## src/rtl/booth8_pkg.sv

```systemverilog
// booth8_pkg: shared types and sizing helpers for the radix-8 Booth multiplier
// Holds the FSM state enum, the digit multiple-select enum with its negate flag,
// and the functions that derive the multiplier register width QW and digit count N.
package booth8_pkg;
    typedef enum logic [1:0] {IDLE, PRE, CALC, DONE} state_t;
    typedef enum logic [2:0] {ZERO, M1, M2, M3, M4} sel_t;
    typedef struct packed {
        sel_t sel;
        logic neg;
    } digit_t;
    // QW is the smallest multiple of 3 that holds WIDTH bits plus a sign bit
    function automatic int qw_of(input int w);
        return 3 * ((w + 3) / 3);
    endfunction
    function automatic int n_of(input int w);
        return qw_of(w) / 3;
    endfunction
endpackage

```

## src/rtl/booth8_digit_enc.sv

```systemverilog
// booth8_digit_enc: combinational radix-8 Booth digit encoder
// Ports: q3 - low three multiplier bits, qneg - previously retired bit,
//        dig - magnitude select (ZERO..M4) and negate flag for the digit in {-4..+4}.
module booth8_digit_enc import booth8_pkg::*; (
    input  logic [2:0] q3,
    input  logic       qneg,
    output digit_t     dig
);
    logic [2:0] t;
    logic [2:0] mag;
    // digit = -4*q2 + 2*q1 + q0 + qneg; with q2 set, inverting the low terms
    // yields the magnitude of the negative digit directly
    always_comb begin
        t = q3[2] ? ~{q3[1:0], qneg} : {q3[1:0], qneg};
        mag = {1'b0, t[2], 1'b0} + {2'b0, t[1]} + {2'b0, t[0]};
        dig.sel = sel_t'(mag);
        dig.neg = q3[2] & (mag != 3'd0);
    end
endmodule

```

## src/rtl/booth8_mult_param.sv

```systemverilog
// booth8_mult_param: sequential radix-8 Booth multiplier, one digit per cycle
// Ports: clk, rst (sync active-high), start, is_signed, X (multiplier),
//        Y (multiplicand), busy, done (one-cycle pulse), product (2*WIDTH bits).
// Optional macro BOOTH8_OVF_EN adds output ovf, set when the product does not
// fit in WIDTH bits of the selected signedness; held with product.
module booth8_mult_param #(
    parameter int WIDTH = 32
) (
    input  logic                 clk,
    input  logic                 rst,
    input  logic                 start,
    input  logic                 is_signed,
    input  logic [WIDTH-1:0]     X,
    input  logic [WIDTH-1:0]     Y,
    output logic                 busy,
    output logic                 done,
    output logic [2*WIDTH-1:0]   product
`ifdef BOOTH8_OVF_EN
    ,
    output logic                 ovf
`endif
);
    import booth8_pkg::*;
    localparam int QW = qw_of(WIDTH);
    localparam int N = n_of(WIDTH);
    localparam int AW = WIDTH + 3;
    localparam int PW = 2 * WIDTH;
    localparam logic [6:0] LAST = 7'(N - 1);
    state_t state, state_nx;
    logic [AW-1:0] a, m, m3, mult, sum;
    logic [QW-1:0] q;
    logic qneg;
    logic [6:0] cnt;
    logic [AW+QW-1:0] shifted;
    logic [PW-1:0] p;
    digit_t dig;
`ifdef BOOTH8_OVF_EN
    logic sgn;
`endif
    booth8_digit_enc u_enc (
        .q3   (q[2:0]),
        .qneg (qneg),
        .dig  (dig)
    );
    // single adder: negative digits use inverted multiple plus carry-in
    always_comb begin
        mult = dig.sel == M1 ? m :
               dig.sel == M2 ? m << 1 :
               dig.sel == M3 ? m3 :
               dig.sel == M4 ? m << 2 : '0;
        sum = a + (dig.neg ? ~mult : mult) + {{(AW-1){1'b0}}, dig.neg};
        shifted = $signed({sum, q}) >>> 3;
        p = PW'({a, q});
        state_nx = state == IDLE ? (start ? PRE : IDLE) :
                   state == PRE  ? CALC :
                   state == CALC ? (cnt == LAST ? DONE : CALC) : IDLE;
    end
    assign busy = state != IDLE;
    always_ff @(posedge clk) begin
        if (rst) begin
            state <= IDLE;
            a <= '0;
            q <= '0;
            qneg <= 1'b0;
            cnt <= '0;
            m <= '0;
            m3 <= '0;
            product <= '0;
            done <= 1'b0;
`ifdef BOOTH8_OVF_EN
            sgn <= 1'b0;
            ovf <= 1'b0;
`endif
        end else begin
            state <= state_nx;
            done <= state == DONE;
            if (state == IDLE && start) begin
                q <= {{(QW-WIDTH){is_signed & X[WIDTH-1]}}, X};
                m <= {{3{is_signed & Y[WIDTH-1]}}, Y};
                a <= '0;
                qneg <= 1'b0;
                cnt <= '0;
`ifdef BOOTH8_OVF_EN
                sgn <= is_signed;
`endif
            end
            if (state == PRE) begin
                m3 <= m + (m << 1);
                cnt <= '0;
            end
            if (state == CALC) begin
                {a, q} <= shifted;
                qneg <= q[2];
                cnt <= cnt + 7'd1;
            end
            if (state == DONE) begin
                product <= p;
`ifdef BOOTH8_OVF_EN
                // signed fits when the top WIDTH+1 bits are all equal
                ovf <= sgn ? ~(&p[PW-1:WIDTH-1] | ~|p[PW-1:WIDTH-1]) : |p[PW-1:WIDTH];
`endif
            end
        end
    end
endmodule
```

## config.mk

```make
export PLATFORM = sky130hd
export DESIGN_NAME = booth8_mult_param
export DESIGN_NICKNAME = d
export VERILOG_FILES = /design/src/rtl/booth8_pkg.sv /design/src/rtl/booth8_digit_enc.sv /design/src/rtl/booth8_mult_param.sv
export SDC_FILE = /design/constraint.sdc
export NUM_CORES = 1
export LEC_CHECK = 0
export CAP_MARGIN = 20
export CORE_AREA = 2 2 156 158
export CTS_BUF_LIST = sky130_fd_sc_hd__clkbuf_4 sky130_fd_sc_hd__clkbuf_8
export DETAILED_ROUTE_END_ITERATION = 8
export DIE_AREA = 0 0 158 160
export PLACE_DENSITY = 0.75
export SETUP_SLACK_MARGIN = 0.02
export SYNTH_ARGS = -nofsm -noshare
export SYNTH_HDL_FRONTEND = slang
export SYNTH_SLANG_ARGS = --single-unit
```

## constraint.sdc

```tcl
create_clock -name clk -period 4.9 [get_ports clk]
set_input_delay 1.47 -clock clk [delete_from_list [all_inputs] [get_ports clk]]
set_output_delay 1.47 -clock clk [all_outputs]
set_load 0.01 [all_outputs]
```

== Word level (Yosys, flattened, before mapping) ==
Cells that the tools add are included.

* $add $sub $neg: 6
* Equal/unequal tests: 8
* Mux-type cells: 20
* Bitwise gates (word level): 5
* Reductions and logical operators: 6

{| class="wikitable"
|+ Operators with widths
! kind !! count
|-
| $mux 35 || 7
|-
| $mux 33 || 2
|-
| $add 33x34->35 || 1
|-
| $add 35x1->35 || 1
|-
| $add 35x35->35 || 1
|-
| $not 35->35 || 1
|-
| $mux 7 || 3
|-
| $add 7x1->7 const B || 1
|-
| $eq 7x4->1 const B || 1
|-
| $eq 3x2->1 const B || 2
|-
| $mux 2 || 3
|-
| $reduce_bool 3->1 || 2
|-
| $eq 2x2->1 const B || 2
|-
| $mux 1 || 4
|-
| $reduce_bool 2->1 || 2
|-
| $add 2x1->3 || 1
|-
| $add 3x1->3 || 1
|-
| $and 1x1->1 || 3
|-
| $eq 3x1->1 const B || 1
|-
| $eq 3x3->1 const B || 1
|-
| $mux 3 || 1
|-
| $not 3->3 || 1
|-
| $eq 2x1->1 const B || 1
|-
| $logic_not 2->1 || 1
|-
| $logic_and 1x1->1 || 1
|}

* Bits in registers: 211
* Input bits: 68
* Output and inout bits: 66
* Word-level logic and storage cells: 54

== Logic depth before layout (Yosys ltp) ==
Gate-level depths: netlist of run 1.

* Word-level depth: 14
* Mapped depth: 23
* Gate-level depth less buffers: 20

== Modules after synthesis ==
A second synthesis of run 1 with hierarchy kept.

* Cells, all modules: 1481
* Area, all modules: 12069.1 um^2

{| class="wikitable"
|+ Modules (own cells, without submodules)
! module !! times used !! cells an instance !! area each (um^2) !! sequential area each (um^2)
|-
| booth8_mult_param || 1 || 1474 || 12014.0 || 4164.0
|-
| booth8_digit_enc || 1 || 7 || 55.1 || 0.0
|}

== Least setup slack after synthesis of run 1 ==
OpenSTA, ideal clock, no wires.

* Kind: flip-flop to flip-flop
* Start: reg q[2]
* End: reg a[33]
* Setup time: 0.120 ns
* Arrival time: 4.702 ns
* Data required time: 4.780 ns
* Setup slack: 0.078 ns
* Stages on the path, launching flop included: 24
* Buffers on the path: 4
* Period minus slack after synthesis: 4.822 ns
* Cell sequence: dfxtp_1 -> clkbuf_1 -> nand3b_1 -> o21ai_0 -> ha_1 -> buf_2 -> inv_1 -> or3_1 -> clkbuf_1 -> buf_1 -> o22ai_1 -> nor2_1 -> xnor2_1 -> ha_1 -> nor2b_1 -> o31ai_1 -> a211o_1 -> o21ai_1 -> nand4_1 -> a211oi_1 -> a311o_1 -> a21oi_1 -> o211a_1 -> a211o_1

* Longest elaborated chain between the ends: 13
* Elaborated cells on any way between the ends: 18
* Classes of those cells: add/sub: 4; eq/ne: 4; mux: 7; bitwise: 2; reduce/logical: 1

{| class="wikitable"
|+ RTL lines
! what !! line !! source
|-
| start, declared || booth8_mult_param.sv:31 || <nowiki>logic [QW-1:0] q;</nowiki>
|-
| start signal, assigned || booth8_mult_param.sv:78 || <nowiki>q <= {{(QW-WIDTH){is_signed & X[WIDTH-1]}}, X};</nowiki>
|-
| start signal, assigned || booth8_mult_param.sv:92 || <nowiki>{a, q} <= shifted;</nowiki>
|-
| $mux 3 || booth8_digit_enc.sv:14 || <nowiki>t = q3[2] ? ~{q3[1:0], qneg} : {q3[1:0], qneg};</nowiki>
|-
| $add 2x1->3 || booth8_digit_enc.sv:15 || <nowiki>mag = {1'b0, t[2], 1'b0} + {2'b0, t[1]} + {2'b0, t[0]};</nowiki>
|-
| $add 3x1->3 || booth8_digit_enc.sv:15 ||
|-
| $eq 3x3->1 || booth8_mult_param.sv:50 || <nowiki>dig.sel == M4 ? m << 2 : '0;</nowiki>
|-
| $mux 35 || booth8_mult_param.sv:50 ||
|-
| $mux 35 || booth8_mult_param.sv:49 || <nowiki>dig.sel == M3 ? m3 :</nowiki>
|-
| $mux 35 || booth8_mult_param.sv:48 || <nowiki>dig.sel == M2 ? m << 1 :</nowiki>
|-
| $mux 35 || booth8_mult_param.sv:47 || <nowiki>mult = dig.sel == M1 ? m :</nowiki>
|-
| $not 35->35 || booth8_mult_param.sv:51 || <nowiki>sum = a + (dig.neg ? ~mult : mult) + {{(AW-1){1'b0}}, dig.neg};</nowiki>
|-
| $mux 35 || booth8_mult_param.sv:51 ||
|-
| $add 35x35->35 || booth8_mult_param.sv:51 ||
|-
| $add 35x1->35 (*) || booth8_mult_param.sv:51 ||
|-
| $mux 35 (*) || booth8_mult_param.sv:91 || <nowiki>if (state == CALC) begin</nowiki>
|-
| end signal, assigned || booth8_mult_param.sv:92 ||
|-
| end, declared || booth8_mult_param.sv:30 || <nowiki>logic [AW-1:0] a, m, m3, mult, sum;</nowiki>
|}

Every way passes the cells marked *; elsewhere a longest branch is shown, timed or not.
A chain may end at the register's enable or synchronous reset.

== Worst setup path in the final report of run 1 ==
* Start: reg q[2]
* End: reg a[24]

The elaborated chain is that of the path after synthesis.

==> results of run 1 <==
per-layer routing:
metal / global-route usage / part of all wire / up-vias / wire [um]
met5: 0 / 0 / - / 0
met4: 0.0729 / 0.024 / 0 / 784
met3: 0.0583 / 0.071 / 57 / 2370
met2: 0.417 / 0.46 / 363 / 15400
met1: 0.345 / 0.44 / 5357 / 14800
li1: - / - / 5812 / -
final timing paths:
| path | start | to | depth (start not counted) |
|---|---|---|---|
| setup reg to reg | q[2] | a[24] | 20 |
| hold / removal | m3[6] | m3[6] | 2 |
| setup / recovery | q[2] | a[24] | 20 |
| hold reg to reg | m3[6] | m3[6] | 2 |
power breakdown:
part | total, uW | switching [uW] | internal (uW) | leakage [uW]
Sequential | 1800 | 61.4 | 1740 | 0.00169
Combinational | 999 | 577 | 422 | 0.00390
Clock | 1640 | 715 | 924 | 0.000388
Total | 4440 | 1350 | 3090 | 0.00598
stage by stage:
stage / total power [uW] / worst slack (ns)
floorplan: 2540 / 0.0785
global placement: 2800 / 0.281
detailed placement: 2820 / 0.155
CTS: 4470 / 0.134
global route: 4670 / 0.00428
finish: 4440 / 0.259
layout make-up:
class,instances,area share
Sequential cell,208,0.282
Clock buffer,56,0.0483
Tap cell,324,0.0274
Timing Repair Buffer,168,0.109
Multi-Input combinational cell,1248,0.523
Inverter,33,0.00837
Clock inverter,4,0.00194
repair_timing:
item / in CTS / in global routing
gates resized for setup: 0 / 12
hold buffers: 0 / 0
endpoints found under the setup margin: 0 / 6
endpoints found under the hold margin: 0 / 0
buffers inserted: 0 / 1
logic make-up (layout without fill, tap and decap cells):
logic type	Yosys count	after routing	synth area share
AO/OA/AOI/OAI	470	470	0.224
multiplexers	88	88	0.0715
flip-flops	208	208	0.337
adder cells (fa/ha/maj)	74	74	0.0762
AND/OR/NAND/NOR	524	524	0.185
XOR/XNOR	92	92	0.0653
buffers and inverters	134	261	0.0408
flip-flops by register name (all words and copies together) (netlist names):
signal,flops
a,32
cnt,7
done,1
m,33
m3,35
product,64
q,33
qneg,1
state,2
placed cells by master, fill, tap and decap left out, types with 25 or more instances in the layout:
cell,n
a21o_1,39
mux2i_1,87
clkdlybuf4s50_1,132
xnor2_1,66
o21ai_0,71
nand2_1,185
o22ai_1,34
nor2_1,206
buf_4,33
xor2_1,25
clkbuf_8,47
inv_1,32
ha_1,69
a21oi_1,233
dfxtp_1,205
critical path: stages, from the launching register on:
cell and delay (ns):
dfxtp_2 0.39, nand3b_1 0.12, o21ai_0 0.08, ha_1 0.36
inv_1 0.12, or3_1 0.45, buf_4 0.21, o22ai_1 0.13
nor2_1 0.08, xnor2_1 0.13, ha_1 0.40, o21ai_1 0.09
nand2b_1 0.10, a211oi_2 0.09, nor4_2 0.31, a2111o_1 0.28
a31oi_4 0.12, o21ai_2 0.28, a21oi_1 0.12, or4b_2 0.64
nand3_1 0.09
==> flow_summary_export.csv, run 1 <==
group,metric,value,unit
detailed_routing,wl_per_cell,16.3,um
synthesis,synth-edff-count,0,
global_route,antenna_found_initial,0,
floorplanning,initial_core_util,0.518,
power,power.density,300,nW/um^2
finish,fin_area,14800,um^2
synthesis,synth_top_cells_by_count,"233 x a21oi_1, 208 x dfxtp_1, 206 x nor2_1, 187 x nand2_1, 87 x mux2i_1",
global_route,grt_pass1_vias,10700,
global_route,grt_max_degree,168,
global_route,grt_pass1_wl,53.5,mm
floorplanning,core,23800,um^2
timing,fin_skew,0.0102,ns
synthesis,ys_seq_area_frac,0.337,
floorplanning,die_x,158,um
timing,fmax,215,MHz
place,io_buffer_count,133,
detailed_routing,drcViolationCount,0,
synthesis,ys.flop_type,"dfxtp_1",
setup_path,cp.arrival,5.12,ns
flow_run,drv_cap,0,
timing,setup_tns,0,ns
synthesis,syn_inst,1590,
timing,finalHoldViolations,0,
synthesis,synth.distinct_cells,63,
clocking,clockRootBuffer,"clkbuf_8",
floorplanning,io_pins,134,
timing,slew_violations,0,
power,p_leak,0.00598,uW
synthesis,postSynth.asyncResetShare,0,
timing,rsz0062_at_grt,"false",
synthesis,netlist.area_leader.share,0.337,
clocking,cts_buffer_depth,3,
synthesis,post-synth-top-area-cell,"dfxtp_1",
clocking,clkTransAtPathRegs,0.06,ns
setup_path,cp_max_fo,14,
detailed_routing,drtAntennaViolNets,0,
synthesis,synth_area,12300,um^2
setup_path,crit_required,5.38,ns
clocking,cts_made_buffers,38,
synthesis,syn_nets,1732,
finish,diodes,0,
finish,post-route-util,0.621,
timing,fin_hold_ws,0.480,ns
setup_path,cp-start-kind,"register",
floorplanning,die_h,160,um
timing,fin_crit_sh,0.947,
finish,multi_input_area,7750,um^2
finish,fin_nets,1839,
place,dp_hpwl,23.6,mm
global_route,grt_overflow,0,
floorplanning,std_cell_rows,57,
finish,drive_gt1_frac,0.0722,
detailed_routing,viasPerCell,5.68,
clocking,htree_levels,2,
place,placed_cells,1980,
synthesis,yosys_warnings,0,
synthesis,ys_ff_latch,208,
place,gp_congestion,0.902,
floorplanning,dieArea,25300,um^2
hold_path,hold_path_class,"reg -> reg",
detailed_routing,dr_total_vias,11600,
clocking,clk_latency,0.54,ns
timing,relSlewSlack,0.457,
timing,setup_violations,0,
timing,finalCriticalPeriod,4.64,ns
power,peakVddDrop,0.217,mV
synthesis,post-synth-top-count-cell,"a21oi_1",
clocking,cts_sinks,208,
finish,register_area,4170,um^2
outcome,outcome,"complete, no violations",
detailed_routing,drt_iter0_drc,856,
timing,tightest_slew,0.814,ns
detailed_routing,drtPass1Iterations,5,
detailed_routing,wirelength,33.3,mm
finish,final_cells,2041,
setup_path,reg2reg_slack,0.26,ns
finish,fillers,2198,
clocking,cts_tree,"built",
global_route,track_usage,0.258,
place,placedInstanceArea,14000,um^2
finish,area_delta_synth_final,19.9,%
synthesis,postSynthAreaPerCell,7.76,um^2
synthesis,netlist_top_cells_area,"dfxtp_1 34%, a21oi_1 9.4%, ha_1 7.3%, mux2i_1 7.1%, nor2_1 6.3%",
setup_path,setup.worst_path.end_class,"register",
setup_path,crit_type,"reg -> reg",
Note: power is estimated with default switching activity, not from simulation.
==> run 2: changes to the inputs <==
- PLACE_DENSITY: 0.75 -> 0.77
==> run 2 against run 1 <==
Effect of this change:
- global-route usage rose by 0.078 points
- setup slack improved by 0.016 ns
- clock skew rose by 0.012 ns
- first-iteration DRC count fell by 1.9%
- routed wire length barely moved
- design area fell by 0.42%
- core utilization fell by 0.26 points
- via count rose by 0.81%
- sequential power barely moved
- register-to-register slack improved by 0.02 ns
- combinational power fell by 1%
- largest power group unchanged
==> flow_summary_export.csv, run 2 (synthesized netlist as in run 1, its figures left out) <==
group,metric,value,unit
setup_path,r2r-start,"q[2]",
setup_path,path_cells,"nand3b_1 > o21ai_0 > ha_1 > inv_2 > or3_1 > buf_4 > o22ai_1 > nor2_1 > xnor2_1 > ha_1 > o21ai_0 > nand2b_1 > a211oi_2 > nor4_2 > a2111o_1 > a31oi_4 > o21ai_1 > a311oi_2 > mux2_1 > nand2_1",
global_route,track_usage,0.259,
floorplanning,initial_core_util,0.518,
place,io_buffer_count,133,
floorplanning,std_cell_rows,57,
hold_path,whs_endpoint,"m3[10]",
clocking,htree_levels,2,
outcome,outcome,"complete, no violations",
hold_path,min_path_cells,2,
setup_path,cp_max_fo,14,
finish,diodes,0,
hold_path,hold_path_class,"reg -> reg",
clocking,cts_tree,"built",
setup_path,setup.worst_path.end_class,"register",
finish,fin_area,14700,um^2
timing,setup_violations,0,
timing,slew_violations,0,
timing,finalCriticalPeriod,4.63,ns
detailed_routing,wirelength,33.3,mm
place,gp_congestion,0.936,
place,placedInstanceArea,14000,um^2
global_route,grt_overflow,0,
detailed_routing,wl_per_cell,16.3,um
timing,rsz0062_at_grt,"true",
finish,final_cell_mix,"233 x a21oi_1, 206 x nor2_1, 205 x dfxtp_1",
finish,reg_top3,"product x64, m3 x35",
timing,fmax,216,MHz
finish,drive_gt1_frac,0.0695,
clocking,clk_latency,0.55,ns
setup_path,max_stage_delay,0.48,ns
power,power.density,299,nW/um^2
setup_path,crit_slowest_cell,"a2111o_1",
finish,largest-register,"product",
flow_run,drv_cap,0,
floorplanning,die_h,160,um
clocking,cts_made_buffers,37,
place,dp_hpwl,23.6,mm
clocking,cts_buffer_depth,3,
setup_path,crit_type,"reg -> reg",
timing,setup_tns,0,ns
floorplanning,core,23800,um^2
power,peakVddDrop,0.237,mV
hold_path,hp-start,"m3[10]",
finish,largest_register_ffs,64,
setup_path,cp-start-kind,"register",
detailed_routing,drtPass1Iterations,7,
timing,fin_skew,0.0224,ns
floorplanning,dieArea,25300,um^2
setup_path,cp.arrival,5.10,ns
place,placed_cells,1974,
setup_path,crit_required,5.38,ns
timing,relSlewSlack,0.339,
setup_path,reg2reg_slack,0.27,ns
clocking,clkTransAtPathRegs,0.06,ns
detailed_routing,drtAntennaViolNets,0,
timing,finalHoldViolations,0,
timing,tightest_slew,0.989,ns
detailed_routing,dr_total_vias,11700,
setup_path,reg2reg_depth,20,
detailed_routing,viasPerCell,5.74,
power,p_leak,0.00596,uW
global_route,grt_pass1_vias,10900,
finish,fin_nets,1833,
finish,layout_commonest_cell,"a21oi_1",
global_route,grt_pass1_wl,54.1,mm
floorplanning,io_pins,134,
detailed_routing,drt_iter0_drc,840,
clocking,clockRootBuffer,"clkbuf_8",
setup_path,cp_top_family,"compound AO/OA/AOI/OAI gates",
finish,final_cells,2037,
setup_path,timing.rr.end,"a[30]",
global_route,grt_max_degree,79,
clocking,cts_sinks,208,
global_route,antenna_found_initial,0,
finish,area_delta_synth_final,19.4,%
timing,fin_crit_sh,0.944,
setup_path,cp_num_buf_inv,2,
detailed_routing,drcViolationCount,0,
floorplanning,die_x,158,um
-- run 2: where the power goes --
part           total, uW  internal (uW)  switching (uW)
sequential          1800           1740            61.5
combinational        988            413             575
clock               1620            889             728
-- run 2: worst max path at each step --
| stage | from | end | cells after the start |
|---|---|---|---|
| 2_1_floorplan | q[2] | a[33] | 23 |
| 3_3_place_gp | q[2] | a[24] | 20 |
| 3_5_place_dp | q[2] | a[24] | 20 |
| 4_1_cts | q[2] | a[24] | 20 |
| 5_1_grt | q[2] | a[30] | 20 |
| 6_report | q[2] | a[30] | 20 |
-- run 2: area by class of cell --
| class | count | area (um^2) |
|---|---|---|
| Clock buffer | 53 | 673 |
| Clock inverter | 8 | 61.3 |
| Fill cell | 2152 | 9080 |
| Inverter | 33 | 124 |
| Multi-Input combinational cell | 1248 | 7740 |
| Sequential cell | 208 | 4170 |
| Tap cell | 324 | 405 |
| Timing Repair Buffer | 163 | 1560 |
-- run 2: routing by layer --
metal	track usage	wire length, um	vias up
met3	0.0649	2570	65
met2	0.422	15300	390
met5	0	0	-
met1	0.338	14600	5421
met4	0.0749	832	0
li1	-	-	5807
-- run 2: worst register-to-register path, delay by kind of cell (launching register included) --
family | cells | cell delay [ns]
buffers and inverters | 2 | 0.30
DFF | 1 | 0.39
muxes | 1 | 0.34
AOI/OAI and AO/OA | 8 | 1.82
xor gates and xnor gates | 1 | 0.13
adders and majority gates | 2 | 0.72
and+or+nand+nor | 6 | 0.87
-- run 2: repair_timing --
item                                    4_1_cts  5_1_grt
buffers inserted                              0        2
endpoints found under the setup margin        0       10
hold buffers                                  0        0
resized for setup                             0       10
-- run 2: per-stage QoR --
| stage | util | setup WS (ns) | hold WS (ns) | total power, uW |
|---|---|---|---|---|
| final | 0.619 | 0.275 | 0.480 | 4410 |
| after global routing | 0.619 | -0.0170 | 0.501 | 4630 |
| after CTS | 0.617 | 0.164 | 0.478 | 4440 |
| after detailed placement | 0.586 | 0.187 | 0.466 | 2810 |
| after global placement | 0.586 | 0.276 | 0.466 | 2790 |
| after floorplan | - | 0.0785 | 0.438 | 2540 |
